===== config.mk =====
export PLATFORM = sky130hd
export DESIGN_NAME = sdram_arbiter
export DESIGN_NICKNAME = d
export VERILOG_FILES = /design/src/rtl/sdram_arbiter.sv
export SDC_FILE = /design/constraint.sdc
export NUM_CORES = 1
export LEC_CHECK = 0
export CAP_MARGIN = 20
export CORE_AREA = 2 2 107 109
export DETAILED_ROUTE_END_ITERATION = 16
export DIE_AREA = 0 0 109 111
export GPL_TIMING_DRIVEN = 0
export PLACE_DENSITY = 0.83
export SLEW_MARGIN = 20
export SYNTH_ARGS = -nofsm -noshare
export SYNTH_HDL_FRONTEND = slang
export SYNTH_SLANG_ARGS = --single-unit

===== constraint.sdc =====
create_clock -name clk -period 10.4 [get_ports clk]
set_input_delay 2.08 -clock clk [delete_from_list [all_inputs] [get_ports clk]]
set_output_delay 2.08 -clock clk [all_outputs]
set_load 0.05 [all_outputs]

===== src/rtl/sdram_arbiter.sv =====
// Round-robin arbiter funnelling NREQ requesters into one SDRAM controller port.
// Read returns are routed back to their requester through an in-order tag FIFO.
module sdram_arbiter #(
    parameter int unsigned NREQ     = 4,
    parameter int unsigned TAGDEPTH = 8
) (
    input  logic                 clk,
    input  logic                 reset,
    input  logic [NREQ*24-1:0]   r_addr,
    input  logic [NREQ*16-1:0]   r_data,
    input  logic [NREQ-1:0]      r_we,
    input  logic [NREQ-1:0]      r_req,
    output logic [NREQ-1:0]      r_rdy,
    output logic [15:0]          r_rdata,
    output logic [NREQ-1:0]      r_rvalid,
    output logic [23:0]          m_addr,
    output logic [15:0]          m_data,
    output logic                 m_we,
    output logic                 m_req,
    input  logic                 m_rdy,
    input  logic [23:0]          m_raddr,
    input  logic [15:0]          m_rdata,
    input  logic                 m_rvalid,
    output logic                 tag_err
);

    localparam int unsigned TW = (NREQ > 1) ? $clog2(NREQ) : 1;
    localparam int unsigned PW = $clog2(TAGDEPTH);
    localparam int unsigned CW = PW + 1;

    logic [TW-1:0]   ptr_q;
    logic [TW-1:0]   sel;
    logic [TW-1:0]   idx;
    logic [NREQ-1:0] elig;
    logic [NREQ-1:0] gnt;
    logic            done;

    logic [CW-1:0]   count_q, count_d;
    logic [PW-1:0]   wr_ptr_q, rd_ptr_q;
    logic [TW-1:0]   tag_mem [TAGDEPTH];
    logic [TW-1:0]   head;
    logic            full, empty, xfer, push, pop;

    logic [NREQ-1:0] r_rvalid_q;
    logic [15:0]     r_rdata_q;
    logic            tag_err_q;

    // Return address is not needed: returns arrive in issue order.
    logic            unused_raddr;
    assign unused_raddr = ^m_raddr;

    assign full  = (count_q == CW'(TAGDEPTH));
    assign empty = (count_q == '0);
    assign head  = tag_mem[rd_ptr_q];

    // Reads need a free tag slot; writes never consume one.
    always_comb begin
        for (int i = 0; i < int'(NREQ); i++) begin
            elig[i] = r_req[i] & (r_we[i] | ~full);
        end
    end

    always_comb begin
        gnt  = '0;
        sel  = ptr_q;
        idx  = '0;
        done = 1'b0;
        for (int unsigned k = 1; k <= NREQ; k++) begin
            idx = TW'((32'(ptr_q) + k) % NREQ);
            if (!done && elig[idx]) begin
                sel      = idx;
                gnt[idx] = 1'b1;
                done     = 1'b1;
            end
        end
    end

    always_comb begin
        m_addr = '0;
        m_data = '0;
        m_we   = 1'b0;
        for (int i = 0; i < int'(NREQ); i++) begin
            if (gnt[i]) begin
                m_addr = r_addr[i*24 +: 24];
                m_data = r_data[i*16 +: 16];
                m_we   = r_we[i];
            end
        end
    end

    assign m_req = |elig;
    assign xfer  = m_req & m_rdy;
    assign r_rdy = xfer ? gnt : '0;
    assign push  = xfer & ~m_we;
    // A return with no outstanding tag is an error, even if a tag is pushed this cycle.
    assign pop   = m_rvalid & ~empty;

    always_comb begin
        count_d = count_q;
        if (push && !pop) begin
            count_d = count_q + 1'b1;
        end else if (pop && !push) begin
            count_d = count_q - 1'b1;
        end
    end

    always_ff @(posedge clk) begin
        if (reset) begin
            ptr_q      <= TW'(NREQ - 1);
            count_q    <= '0;
            wr_ptr_q   <= '0;
            rd_ptr_q   <= '0;
            r_rvalid_q <= '0;
            r_rdata_q  <= '0;
            tag_err_q  <= 1'b0;
        end else begin
            if (xfer) begin
                ptr_q <= sel;
            end
            count_q <= count_d;
            if (push) begin
                wr_ptr_q <= wr_ptr_q + 1'b1;
            end
            if (pop) begin
                rd_ptr_q <= rd_ptr_q + 1'b1;
            end
            r_rvalid_q <= '0;
            if (pop) begin
                r_rvalid_q[head] <= 1'b1;
                r_rdata_q        <= m_rdata;
            end
            if (m_rvalid && empty) begin
                tag_err_q <= 1'b1;
            end
        end
    end

    always_ff @(posedge clk) begin
        if (push) begin
            tag_mem[wr_ptr_q] <= sel;
        end
    end

    assign r_rvalid = r_rvalid_q;
    assign r_rdata  = r_rdata_q;
    assign tag_err  = tag_err_q;

endmodule


Word level (Yosys, flattened, before mapping)
Memories as Yosys holds them, arrays and structs flattened. A register that Yosys moved wholly into a read port is not among the register bits.
Index checks and enable logic that the tools add are counted.
{"block": "classes", "eq_ne": 1, "mux": 48, "add_sub_neg": 8, "n_bitwise": 18, "magnitude_cmp": 10, "n_reduce_logical": 20}
{"operator": "$mux 24", "count": 4}
{"operator": "$mux 16", "count": 4}
{"operator": "$mux 4", "count": 7}
{"operator": "$mux 1", "count": 18}
{"operator": "$lt 2x3->1 const B", "count": 5}
{"operator": "$or 4x4->4", "count": 3}
{"operator": "$logic_and 1x1->1", "count": 11}
{"operator": "$demux 1 s2", "count": 5}
{"operator": "$ge 2x1->1 const B", "count": 5}
{"operator": "$bmux 1 s2", "count": 4}
{"operator": "$mux 2", "count": 4}
{"operator": "$and 1x1->1", "count": 7}
{"operator": "$add 3x1->3 const B", "count": 2}
{"operator": "$mux 3", "count": 2}
{"operator": "$logic_not 1->1", "count": 5}
{"operator": "$add 2x1->2 const B", "count": 2}
{"operator": "$add 2x2->2 const B", "count": 2}
{"operator": "$add 4x1->4 const B", "count": 1}
{"operator": "$eq 4x4->1 const B", "count": 1}
{"operator": "$logic_not 4->1", "count": 1}
{"operator": "$not 1->1", "count": 4}
{"operator": "$or 1x1->1", "count": 4}
{"operator": "$reduce_or 4->1", "count": 1}
{"operator": "$sub 4x1->4 const B", "count": 1}
{"operator": "other kinds (2)", "count": 2}
{"block": "word_totals", "wordCells": 113, "ramBits": 16, "memories": 1, "reg_bits": 33, "out_inout_bits": 67, "input_bits": 212}
{"name": "tag_mem", "depth": 8, "width": 2, "rd": 1, "rd_ports_with_merged_regs": 1, "wr": 1, "line_no": "40", "rtl": "logic [TW-1:0] tag_mem [TAGDEPTH];"}

Depth between registers and ports, before layout
Gate-level depths: netlist of the first run.
{"block": "logic_depth", "ltp_word": 26, "depth_mapped": 21, "mapped_depth_nobuf": 18}

Least setup slack after synthesis of the first run
OpenSTA, ideal clock, no wires.
{"block": "synth_path", "kind": "input to output", "from": "in r_we[2]", "to": "out m_addr[23]", "path_stages": 10, "t_arrival_ns": 5.053, "path_buffers": 2, "slack_ns": 3.267, "path_cell_list": "o21ai_1 -> mux4_1 -> or3b_1 -> a21oi_1 -> a221o_1 -> buf_2 -> buf_2 -> a221o_1 -> o21ai_0 -> o21ai_0"}
{"block": "synth_between", "elab_chain_cells": 18, "elab_cells_between_ends": 30}
{"element": "start, declared", "line_no": "11", "rtl": "input logic [NREQ-1:0] r_we,"}
{"element": "$or 1x1->1 (*)", "line_no": "59", "rtl": "elig[i] = r_req[i] & (r_we[i] | ~full);"}
{"element": "$and 1x1->1 (*)", "line_no": "59"}
{"element": "$bmux 1 s2", "line_no": "70", "rtl": "if (!done && elig[idx]) begin"}
{"element": "$mux 1 (implied by the code)", "line_no": "70"}
{"element": "$mux 1", "line_no": "70"}
{"element": "$logic_not 1->1", "line_no": "70"}
{"element": "$logic_and 1x1->1", "line_no": "70"}
{"element": "$mux 1", "line_no": "70"}
{"element": "$logic_not 1->1", "line_no": "70"}
{"element": "$logic_and 1x1->1", "line_no": "70"}
{"element": "$mux 1", "line_no": "70"}
{"element": "$logic_not 1->1", "line_no": "70"}
{"element": "$logic_and 1x1->1", "line_no": "70"}
{"element": "$mux 4 (*)", "line_no": "70"}
{"element": "$mux 24 (3 in a row)", "line_no": "83", "rtl": "if (gnt[i]) begin"}
{"element": "$mux 24 (*)", "line_no": "83"}
{"element": "end, declared", "line_no": "16", "rtl": "output logic [23:0] m_addr,"}
Every way passes the cells marked *; elsewhere a longest branch is shown, timed or not. The select of a mux whose other input is x is not followed.

Worst setup path after layout of the first run
{"block": "layout_path", "from": "in r_we[0]", "to": "out m_data[12]"}
{"block": "layout_between", "elab_chain_cells": 18, "elab_cells_between_ends": 30}
{"element": "$or 1x1->1 (*)", "line_no": "59"}
{"element": "$and 1x1->1 (*)", "line_no": "59"}
{"element": "$bmux 1 s2", "line_no": "70"}
{"element": "$mux 1 (implied by the code)", "line_no": "70"}
{"element": "$mux 1", "line_no": "70"}
{"element": "$logic_not 1->1", "line_no": "70"}
{"element": "$logic_and 1x1->1", "line_no": "70"}
{"element": "$mux 1", "line_no": "70"}
{"element": "$logic_not 1->1", "line_no": "70"}
{"element": "$logic_and 1x1->1", "line_no": "70"}
{"element": "$mux 1", "line_no": "70"}
{"element": "$logic_not 1->1", "line_no": "70"}
{"element": "$logic_and 1x1->1", "line_no": "70"}
{"element": "$mux 4 (*)", "line_no": "70"}
{"element": "$mux 16 (3 in a row)", "line_no": "83"}
{"element": "$mux 16 (*)", "line_no": "83"}
{"element": "end, declared", "line_no": "17", "rtl": "output logic [15:0] m_data,"}
Marks and branches as above.

==> run metrics, run 1 <==
syn nets=~690; DP Area=~6600 um2; HP Class=reg2reg; CTS Buf Count=5; Reg2Reg Capture Point=count_q[3]$_SDFFE_PP0P_; fin crit period=around 8.3 ns; die span in y=between 100 and 150 um; Synth warnings=0; relative slew slack=46.7%; peak supply drop=~0.00025 V; R2R Setup Slk=~4.9 ns; Unique masters post-synth=55; # Max-Cap Violations=0; final cell count without fillers=slightly below 900; Hold Vio Cnt, Final=0; reg-to-reg startpoint=ptr_q[1]$_SDFFE_PP1P_; Final nets=between 900 and 1000; Final WS setup=between 2 and 2.5 ns; Routed Antenna Nets=0; Slowest Stage Delay on Critical Path=0.88 ns; Die ar.=roughly 12000 um2; dpl hpwl=13200 um; asr flop ratio synth=0%; DR WL met2=about 8200 um; Clock Path Buffers=2; core footprint=11100 um2; Final period util=between 80% and 90%; Hold WS=roughly 0.46 ns; Die W=approximately 110 um; wire per inst=about 19 um; CTS tree=yes; Reg clk slew, reported paths=approximately 0.06 ns; Worst Setup SP=r_we[0]; crit path to=m_data[12]; WP data required=roughly 8.3 ns; post-synthesis instance area=around 3900 um2; nature of the critical path endpoint=output pin; total power=about 2.0 mW; overflow left after global routing=0; initial antenna violation count=5; IO buf count=254; most instantiated cells after synthesis=87 x nand2_1, 87 x o21ai_0, 42 x a221o_1; # setup viols final=0; via/cell ratio=roughly 5.6; remaining routing DRC violations=0; PD cells=around 300 nW/um2; Initial Util=34.8%; synthesized flop and latch total=52; DR iter-0 viols=537; Worst path slowest cell=clkdlybuf4s50_1; CP Max Fanout=10; post-CTS setup buffer count=0; leakage=~2.4 nW; crit path kind=in2out; fin area=6750 um2; total I/O pin count=279; largest net degree at the start of global routing=20; leading post-synthesis cells by cell area=dfxtp_1 19%, edfxtp_1 12%, o21ai_0 11%, a221o_1 11%, nand2_1 8.5%; area grow syn2layout=75.0%; H-tree levels=2; Routability Congestion=about 0.93; uppermost layer routed=met5; vias in the first global route=4803; clock root buffer=clkbuf_16; Clock Sink Count=52; # fillers=954; RSZ-0062 raised after global routing=no; cell count after synthesis=~470; Sum Neg Setup Slack=0 ns; post-CTS sizing=0; synthesized area per cell=a little over 8 um2; CP Launch Type=input pin; fmax=~120 MHz; Seq/Total Area, Yosys=between 30% and 40%; placed instance count=866; Worst Skew=~0.010 ns; Place WS=between 2 and 2.5 ns; GRT Resource Usage Total=26.0%; Yosys top cell area share=a little under a fifth; Routed WL=roughly 16000 um; Met1 Routed Length=5880 um; Clock Latency Late Sink=0.30 ns; Pins Over Slew Limit=0; via count=slightly below 5000; worst path cell trace=clkdlybuf4s50_1, o21ai_1, nor3_1, o2111ai_1, nand2_1, a221oi_1, clkbuf_1, o21ai_0, o21ai_0, clkdlybuf4s50_1; FP Rows=39; Worst Path Arrival=about 6.3 ns; Initial DRT Pass Iterations=5; largest area contributor in the netlist=dfxtp_1; first-pass GRT wire length=between 20000 and 25000 um; R2R cell count=19; met3 wire len=1520 um; status=finished, final reports clean; EDFF count, synth=16; Slew @ Worst Pin=~0.8 ns; Final Util=just over 60%; layout cell share with drive strength beyond 1=under 10%; top_reg_cell synth=dfxtp_1; hold_buf cts=0
[routing by layer]
| layer | up-vias | GRT usage, % |
|---|---|---|
| met5 | - | 0 |
| met4 | 2 | 11.2 |
| met3 | 45 | 6.76 |
| met2 | 272 | 46.3 |
| met1 | 2279 | 28.5 |
| li1 | 2296 | - |
[flip-flops by register name, summed over array words and instances (netlist names), named ones only]
| name | cells |
|---|---|
| ptr_q | 2 |
| tag_err | 1 |
| tag_mem | 16 |
| r_rdata | 16 |
| r_rvalid | 4 |
| rd_ptr_q | 3 |
| wr_ptr_q | 3 |
| count_q | 4 |
[worst min-delay path by stage]
stage	startpoint	end	slack, ns	cells after the start
global route	r_rdata[9]$_SDFFE_PP0P_	r_rdata[9]$_SDFFE_PP0P_	0.47	2
CTS	r_rdata[3]$_SDFFE_PP0P_	r_rdata[3]$_SDFFE_PP0P_	0.46	2
detailed placement	r_rdata[3]$_SDFFE_PP0P_	r_rdata[3]$_SDFFE_PP0P_	0.45	2
floorplan	rd_ptr_q[1]$_SDFFE_PP0P_	flip-flop	0.45	2
global placement	r_rdata[11]$_SDFFE_PP0P_	r_rdata[11]$_SDFFE_PP0P_	0.44	2
finish	r_rdata[3]$_SDFFE_PP0P_	r_rdata[3]$_SDFFE_PP0P_	0.46	2
[worst max-delay path, delay by kind of cell]
family                 cells  cell delay (ns)
AND/OR/NAND/NOR            2             0.27
buffers and inverters      3             1.78
AO/OA/AOI/OAI              5             2.12
[cells in the final DEF (no fill, tap or decap), types with 2 or more instances in the layout]
| cell type | synthesis | final |
|---|---|---|
| o2111ai_1 | 4 | 4 |
| mux2_2 | 2 | 2 |
| mux2i_1 | 6 | 6 |
| clkdlybuf4s50_1 | 0 | 254 |
| a211oi_1 | 3 | 3 |
| xnor2_1 | 4 | 4 |
| diode_2 | 0 | 4 |
| o21ai_1 | 6 | 6 |
| clkbuf_16 | 0 | 5 |
| dfxtp_1 | 36 | 36 |
| inv_1 | 5 | 5 |
| a221o_1 | 42 | 42 |
| xor2_1 | 2 | 2 |
| a21oi_1 | 24 | 24 |
| and4b_1 | 3 | 3 |
| and4bb_1 | 2 | 2 |
| or3_1 | 2 | 2 |
| nand3_1 | 4 | 4 |
| o211ai_1 | 3 | 3 |
| nor2b_1 | 9 | 9 |
| nor2_1 | 23 | 23 |
| a211o_1 | 2 | 2 |
| o21ai_0 | 87 | 87 |
| nor3_1 | 4 | 4 |
| edfxtp_1 | 16 | 16 |
| o221a_2 | 2 | 2 |
| a21o_1 | 2 | 2 |
| nand2b_1 | 2 | 2 |
| buf_2 | 6 | 6 |
| clkbuf_1 | 30 | 30 |
| mux4_1 | 2 | 2 |
| ha_1 | 12 | 12 |
| mux4_2 | 8 | 8 |
| o21a_1 | 4 | 4 |
| a21oi_2 | 2 | 2 |
| o2bb2ai_1 | 2 | 2 |
| nand2_1 | 87 | 87 |
[cells by family (layout without fill, tap and decap cells)]
group / count (synthesis) / count (layout) / synth area share, %
xor+xnor: 6 / 6 / 1.36
other cells: 0 / 4 / 0
compound gates: 189 / 189 / 32.7
buf+inv: 46 / 308 / 4.96
fa+ha+maj: 13 / 13 / 4.41
mux: 19 / 19 / 8.47
flops: 52 / 52 / 31.1
simple gates: 144 / 144 / 17.0
[area by class of cell]
type	instances	area, um2	share of cell area [%]
multi-input cells	371	2460	36.5
repair buffers	254	2540	37.7
plain buffers	39	165	2.45
flip-flops and latches	52	1200	17.8
clock inverters	3	33.8	0.501
diodes	4	10.0	0.148
inverters	7	26.3	0.389
clock buffers	5	125	1.85
well taps	143	179	2.65
[where the power goes]
group	internal [mW]	total (mW)	switching (mW)
Clock	0.0925	0.170	0.0777
Combinational	0.553	1.56	1.01
Sequential	0.255	0.283	0.0283
Total	0.901	2.01	1.11
No activity file was read; power rests on OpenSTA's default activity.
==> run 2: changes to the inputs <==
CORE_AREA = unset   (was 2 2 107 109)
CORE_MARGIN = 2   (was unset)
CORE_UTILIZATION = 35   (was unset)
DIE_AREA = unset   (was 0 0 109 111)
PLACE_DENSITY = 0.82   (was 0.83)
clock period = 8.55 ns   (was 10.4 ns; I/O delays follow)
==> run metrics, run 2 (synthesized netlist as in run 1, its figures left out) <==
Slowest Stage Delay on Critical Path=a little under 0.9 ns; dpl hpwl=roughly 14000 um; HP Class=reg2reg; area grow syn2layout=73.1%; WP data required=~6.8 ns; reg-to-reg startpoint=ptr_q[1]$_SDFFE_PP1P_; remaining routing DRC violations=0; FP Rows=38; Worst path slowest cell=clkdlybuf4s50_1; vias in the first global route=4836; Initial Util=around 36%; CP Launch Type=input pin; Routability Congestion=roughly 0.98; relative slew slack=about 44%; crit path kind=in2out; combinational power share=about four fifths; Internal Power=between 1 and 1.5 mW; GRT Resource Usage Total=about 28%; status=finished, final reports clean; # Max-Cap Violations=0; Final Util=approximately 62%; R2R cell count=19; Clock Sink Count=52; H-tree levels=2; wire per inst=just under 20 um; via count=just under 5000; nature of the critical path endpoint=output pin; first-pass GRT wire length=about 25000 um; Slew @ Worst Pin=between 0.8 and 0.9 ns; total I/O pin count=279; # setup viols final=0; CP top delay family=compound AO/OA/AOI/OAI gates; Initial DRT Pass Iterations=6; Die W=between 100 and 150 um; peak supply drop=0.000208 V; hold_buf cts=0; IO buf count=between 200 and 300; leakage=~2.4 nW; die span in y=~110 um; Final period util=around 90%; Buf/Inv on CP=3; largest net degree at the start of global routing=19; Clock Latency Late Sink=just over 0.3 ns; worst path cell trace=clkdlybuf4s50_1, o21ai_1, nor3_1, o2111ai_1, nand2_1, a221oi_1, clkbuf_1, o21ai_0, o21ai_0, clkdlybuf4s50_1; Clock Path Buffers=2; post-CTS sizing=0; sequential share of power=14.4%; Hold Vio Cnt, Final=0; Routed WL=17200 um; PD cells=357 nW/um2; register area=1200 um2; CTS Buf Count=5; fmax=roughly 130 MHz; Routed Antenna Nets=0; RSZ-0062 raised after global routing=no; P_sw=1.34 mW; Final nets=roughly 960; Reg clk slew, reported paths=approximately 0.09 ns; Worst Skew=roughly 0.011 ns; Reg2Reg Capture Point=count_q[3]$_SDFFE_PP0P_; DR iter-0 viols=approximately 370; Worst Setup SP=r_we[2]; clock root buffer=clkbuf_8; CTS tree=yes; commonest non-fill, non-tap cell in the layout=clkdlybuf4s50_1; via/cell ratio=between 5 and 6; overflow left after global routing=0; fin crit period=7.68 ns; CP Max Fanout=10; Die ar.=between 10000 and 15000 um2; Clock power frac=6.1%; core footprint=~11000 um2; post-CTS setup buffer count=0; most frequent cells in the layout=254 x clkdlybuf4s50_1, 87 x nand2_1, 87 x o21ai_0; Switching Fraction=approximately 56%; crit path to=m_addr[16]; # fillers=around 960; R2R Setup Slk=around 3.1 ns; critical path depth in cells=10; footprint of the multi-input gates=approximately 2500 um2; initial antenna violation count=2; layout cell share with drive strength beyond 1=between 4 and 5%; Worst Path Arrival=5.97 ns; Sum Neg Setup Slack=0 ns; Pins Over Slew Limit=0
-- run 2: how the worst min path moves through the flow --
stage	startpoint	to	slack [ns]	cells after the start
4_1_cts	r_rdata[6]$_SDFFE_PP0P_	r_rdata[6]$_SDFFE_PP0P_	0.46	2
6_report	r_rdata[6]$_SDFFE_PP0P_	r_rdata[6]$_SDFFE_PP0P_	0.46	2
3_3_place_gp	r_rdata[11]$_SDFFE_PP0P_	r_rdata[11]$_SDFFE_PP0P_	0.44	2
3_5_place_dp	r_rdata[6]$_SDFFE_PP0P_	r_rdata[6]$_SDFFE_PP0P_	0.45	2
2_1_floorplan	rd_ptr_q[1]$_SDFFE_PP0P_	flip-flop	0.45	2
5_1_grt	r_rdata[2]$_SDFFE_PP0P_	r_rdata[2]$_SDFFE_PP0P_	0.48	2
-- run 2: layout make-up --
| class | count | share of cell area (%) |
|---|---|---|
| timing repair buffer | 254 | 38.1 |
| multi-input combinational | 371 | 36.9 |
| sequential | 52 | 18.0 |
| tap | 140 | 2.62 |
| buffer | 39 | 2.47 |
| clock buffer | 5 | 1.03 |
| clock inverter | 3 | 0.412 |
| inverter | 7 | 0.394 |
| antenna | 2 | 0.0750 |
-- run 2: stage by stage --
step | instances | hold slack, ns | total power, mW | cell area (um2) | setup WS (ns)
floorplan | 469 | 0.454 | 1.58 | 3860 | 2.16
global placement | 863 | 0.442 | 2.20 | 6570 | 0.960
detailed placement | 863 | 0.447 | 2.23 | 6570 | 0.948
CTS | 871 | 0.461 | 2.38 | 6670 | 0.950
global route | 873 | 0.482 | 2.51 | 6680 | 0.633
finish | 873 | 0.460 | 2.38 | 6680 | 0.870
-- run 2: tightest hold or removal path: cells and delay by family (launching register included) --
kind,cells,cell delay [ns]
DFF,1,0.32
AOI/OAI and AO/OA,1,0.05
and+or+nand+nor,1,0.05
-- run 2: power groups by stage --
stage	Combinational [mW]	Sequential, mW	Clock, mW
2_1_floorplan	1.18	0.402	0
3_3_place_gp	1.86	0.346	0
3_5_place_dp	1.88	0.349	0
4_1_cts	1.89	0.344	0.147
5_1_grt	2.00	0.350	0.157
6_report	1.89	0.344	0.144
-- run 2: metal layers --
metal  global-route usage (%)  routed length [um]
met2                     48.8                8160
met5                        0                   0
met3                     6.87                1870
met4                     8.70                 508
met1                     33.8                6680
==> run 3: changes to the inputs <==
PLACE_DENSITY = 0.91   (was 0.82)
==> run metrics, run 3 (synthesized netlist as in run 1, its figures left out) <==
DR iter-0 viols=between 300 and 400; Final period util=between 80% and 90%; Die W=between 100 and 150 um; Clock Sink Count=52; area grow syn2layout=72.8%; CP Launch Type=input pin; nature of the critical path endpoint=output pin; clock root buffer=clkbuf_8; dpl hpwl=12400 um; post-CTS sizing=0; total I/O pin count=roughly 280; DP Area=between 6000 and 7000 um2; Routed Antenna Nets=0; first-pass GRT wire length=~23000 um; CTS Buf Count=5; gr busiest metal=met2; HP Class=reg2reg; Initial DRT Pass Iterations=5; largest net degree at the start of global routing=18; Die ar.=around 12000 um2; Final WS setup=roughly 0.99 ns; via/cell ratio=around 5.5; Routed WL=around 15000 um; Sum Neg Setup Slack=0 ns; GRT Resource Usage Total=approximately a quarter; status=finished, final reports clean; footprint of the multi-input gates=2460 um2; Routability Congestion=0.869; remaining routing DRC violations=0; Pins Over Slew Limit=0; CTS tree=yes; Clock Path Buffers=2; Slew @ Worst Pin=approximately 1.0 ns; Initial Util=a little over a third; via count=approximately 4800; n_diodes=0; Slowest Stage Delay on Critical Path=between 0.9 and 1 ns; Worst Path Arrival=around 6 ns; WP data required=roughly 6.8 ns; # Max-Cap Violations=0; core footprint=about 11000 um2; layout cell share with drive strength beyond 1=between 4 and 5%; fin area=between 6000 and 7000 um2; met3 Use GR=5.68%; # fillers=just over 900; crit path kind=in2out; Clock Latency Late Sink=0.31 ns; met1 usage=roughly 27%; # setup viols final=0; initial antenna violation count=0; met2 Usage GRT=approximately 45%; PD cells=352 nW/um2; Hold WS=between 0.4 and 0.5 ns; FP Rows=38; Worst path slowest cell=a221oi_1; peak supply drop=~0.00040 V; worst path cell trace=clkdlybuf4s50_1, o21ai_1, nor3_1, o2111ai_1, nand2_1, a221oi_1, clkbuf_1, o21ai_0, o21ai_0, clkdlybuf4s50_1; register area=about 1200 um2; fmax=about 130 MHz; relative slew slack=31.8%; leakage=~2.4 nW; Final nets=955; H-tree levels=2; wire per inst=between 15 and 20 um; IO buf count=between 200 and 300; Reg clk slew, reported paths=approximately 0.090 ns; die span in y=109 um; post-CTS setup buffer count=0; commonest non-fill, non-tap cell in the layout=clkdlybuf4s50_1; Worst Skew=~0.01 ns; Hold Vio Cnt, Final=0; hold_buf cts=0; fin crit period=around 7.6 ns; most frequent cells in the layout=254 x clkdlybuf4s50_1, 87 x nand2_1, 87 x o21ai_0; Place WS=1.10 ns; vias in the first global route=roughly 4700; RSZ-0062 raised after global routing=no; CP Max Fanout=10; overflow left after global routing=0
run 3: cell type report:
| cell class | instances | area share [%] |
|---|---|---|
| repair buffers | 254 | 38.2 |
| multi-input cells | 371 | 37.0 |
| flip-flops and latches | 52 | 18.0 |
| well taps | 140 | 2.63 |
| plain buffers | 39 | 2.48 |
| clock buffers | 5 | 1.03 |
| inverters | 7 | 0.394 |
| clock inverters | 3 | 0.319 |
run 3: metal layers:
metal	part of all wire (%)	vias up	routed length (um)
met3	7.8	36	1170
li1	-	2291	-
met4	2.7	0	412
met5	0	-	0
met1	38	2230	5710
met2	52	242	7800
run 3: final timing paths:
| kind | cells past startpoint | slack [ns] | start | to |
|---|---|---|---|---|
| setup / recovery | 10 | 0.99 | r_we[1] | m_addr[3] |
| hold / removal | 2 | 0.46 | r_rdata[8]$_SDFFE_PP0P_ | r_rdata[8]$_SDFFE_PP0P_ |
| setup reg to reg | 19 | 3.00 | ptr_q[1]$_SDFFE_PP1P_ | count_q[3]$_SDFFE_PP0P_ |
| hold reg to reg | 2 | 0.46 | r_rdata[8]$_SDFFE_PP0P_ | r_rdata[8]$_SDFFE_PP0P_ |
run 3: power breakdown:
group          switching, mW  leakage [nW]  internal, mW  total (mW)
combinational           1.19          1.92         0.672        1.86
clock                 0.0784        0.0466        0.0587       0.137
sequential            0.0339         0.440         0.310       0.344
run 3: critical path, delay by kind of cell:
| family | cells | cell delay, ns |
|---|---|---|
| simple gates | 2 | 0.27 |
| buf+inv | 3 | 1.73 |
| compound gates | 5 | 2.14 |
run 3: through the flow:
step	cells	total power [mW]	util, %
2_1_floorplan	469	1.58	-
3_3_place_gp	863	2.16	60.9
3_5_place_dp	863	2.20	60.9
4_1_cts	871	2.34	61.7
5_1_grt	871	2.49	61.7
6_report	871	2.34	61.7
==> RTL edit, RTL diff (config.mk and constraints of run 1) <==
Register the output `tag_err` once more, cleared by the reset; this adds one clock of latency there. The other outputs are not delayed to match.
--- a/src/rtl/sdram_arbiter.sv
+++ b/src/rtl/sdram_arbiter.sv
@@ -145,3 +145,9 @@
     assign r_rdata  = r_rdata_q;
-    assign tag_err  = tag_err_q;
+    always_ff @(posedge clk) begin
+        if (reset) begin
+            tag_err <= '0;
+        end else begin
+            tag_err <= tag_err_q;
+        end
+    end
 
Behaviour: not the same (Yosys sat finds a counterexample within 4 cycles, from zero or initial values and one cycle with reset high).
==> RTL edit against run 1 <==
- design area shrank 1.8%
- combinational power down 12%
- area after synthesis fell by 2.5%
- first-iteration DRC count decreased by 49%
- total power decreased by 10%
- setup slack worse by 0.055 ns
- sequential share of layout area up 0.63 points
- wire length shrank 3.6%
- synthesized cell count unchanged
- sequential cell count grew 1
- highest routed layer is now met4
==> RTL edit: results (changes against run 1) <==
| Metric | Value |
|---|---|
| Met2 WL | `8.280 mm (was 8.187 mm)` |
| Yosys reg bits | `53 (was 52)` |
| Leakage | `2.378 nW (was 2.434 nW)` |
| FF/Latch Area | `1221 µm² (was 1201 µm²)` |
| Final hold slack | `0.4523 ns (was 0.4553 ns)` |
| Initial DRC count | `274 (was 537)` |
| Wire length on met3 | `1.178 mm (was 1.520 mm)` |
| Critical path endpoint | `m_addr[22] (was m_data[12])` |
| Unique cell type count in the Yosys netlist | `51 (was 55)` |
| Synth Area in Compound Gates | `33.75% (was 32.67%)` |
| Length in cells of the worst reg-to-reg path | `21 (was 19)` |
| First-pass GRT wire length | `23.57 mm (was 24.52 mm)` |
| Fmax | `0.1191 GHz (was 0.1198 GHz)` |
| Multi-In Gates | `364 (was 371)` |
| Clk tree area frac | `2.097% (was 2.355%)` |
| WHS Endpoint | `r_rdata[15] (was r_rdata[3])` |
| Vias/cell | `5.403 (was 5.574)` |
| Synth top cells by count | `nand2_1, o21ai_1, a221o_1 (was nand2_1, o21ai_0, a221o_1)` |
| Fin nets | `956 (was 955)` |
| Signal inverters | `13 (was 7)` |
| NonClk Buf Share | `40.80% (was 40.13%)` |
| Vias in the first global route | `4,650 (was 4,803)` |
| Clock Skews | `0.003847 ns (was 0.01042 ns)` |
| Setup WS pre-CTS | `2.013 ns (was 2.191 ns)` |
| Reg power frac | `15.5% (was 14.1%)` |
| Outcome | `completed (unchanged)` |
| Largest net degree at the start of global routing | `16 (was 20)` |
| Multi-input logic area | `2333 µm² (was 2464 µm²)` |
| Slew margin rel. | `59.01% (was 46.71%)` |
==> RTL edit: cell count changes after synthesis, moves of 4 or more <==
cell | before | now
buf_2 | 6 | 1
inv_1 | 5 | 11
nor2b_1 | 9 | 5
o21ai_1 | 6 | 83
o21ai_0 | 87 | 6
nor3_1 | 4 | 8
==> RTL edit: metrics by stage <==
step	total power, W	area, µm²	std cells
6_report	0.001808	6624	875
5_1_grt	0.001903	6624	875
4_1_cts	0.001810	6619	874
3_5_place_dp	0.001649	6480	866
3_3_place_gp	0.001627	6480	866
2_1_floorplan	0.001185	3759	469
==> RTL edit: worst max-delay path: stages <==
cell and delay (ns):
clkdlybuf4s50_1 0.50, o21a_1 0.31, mux4_2 0.55, and2_1 0.20
a31o_1 0.22, a221o_1 0.33, nor2_1 0.25, clkbuf_1 0.49
a221o_1 0.29, o21ai_1 0.08, o21ai_1 0.15, clkdlybuf4s50_1 0.87
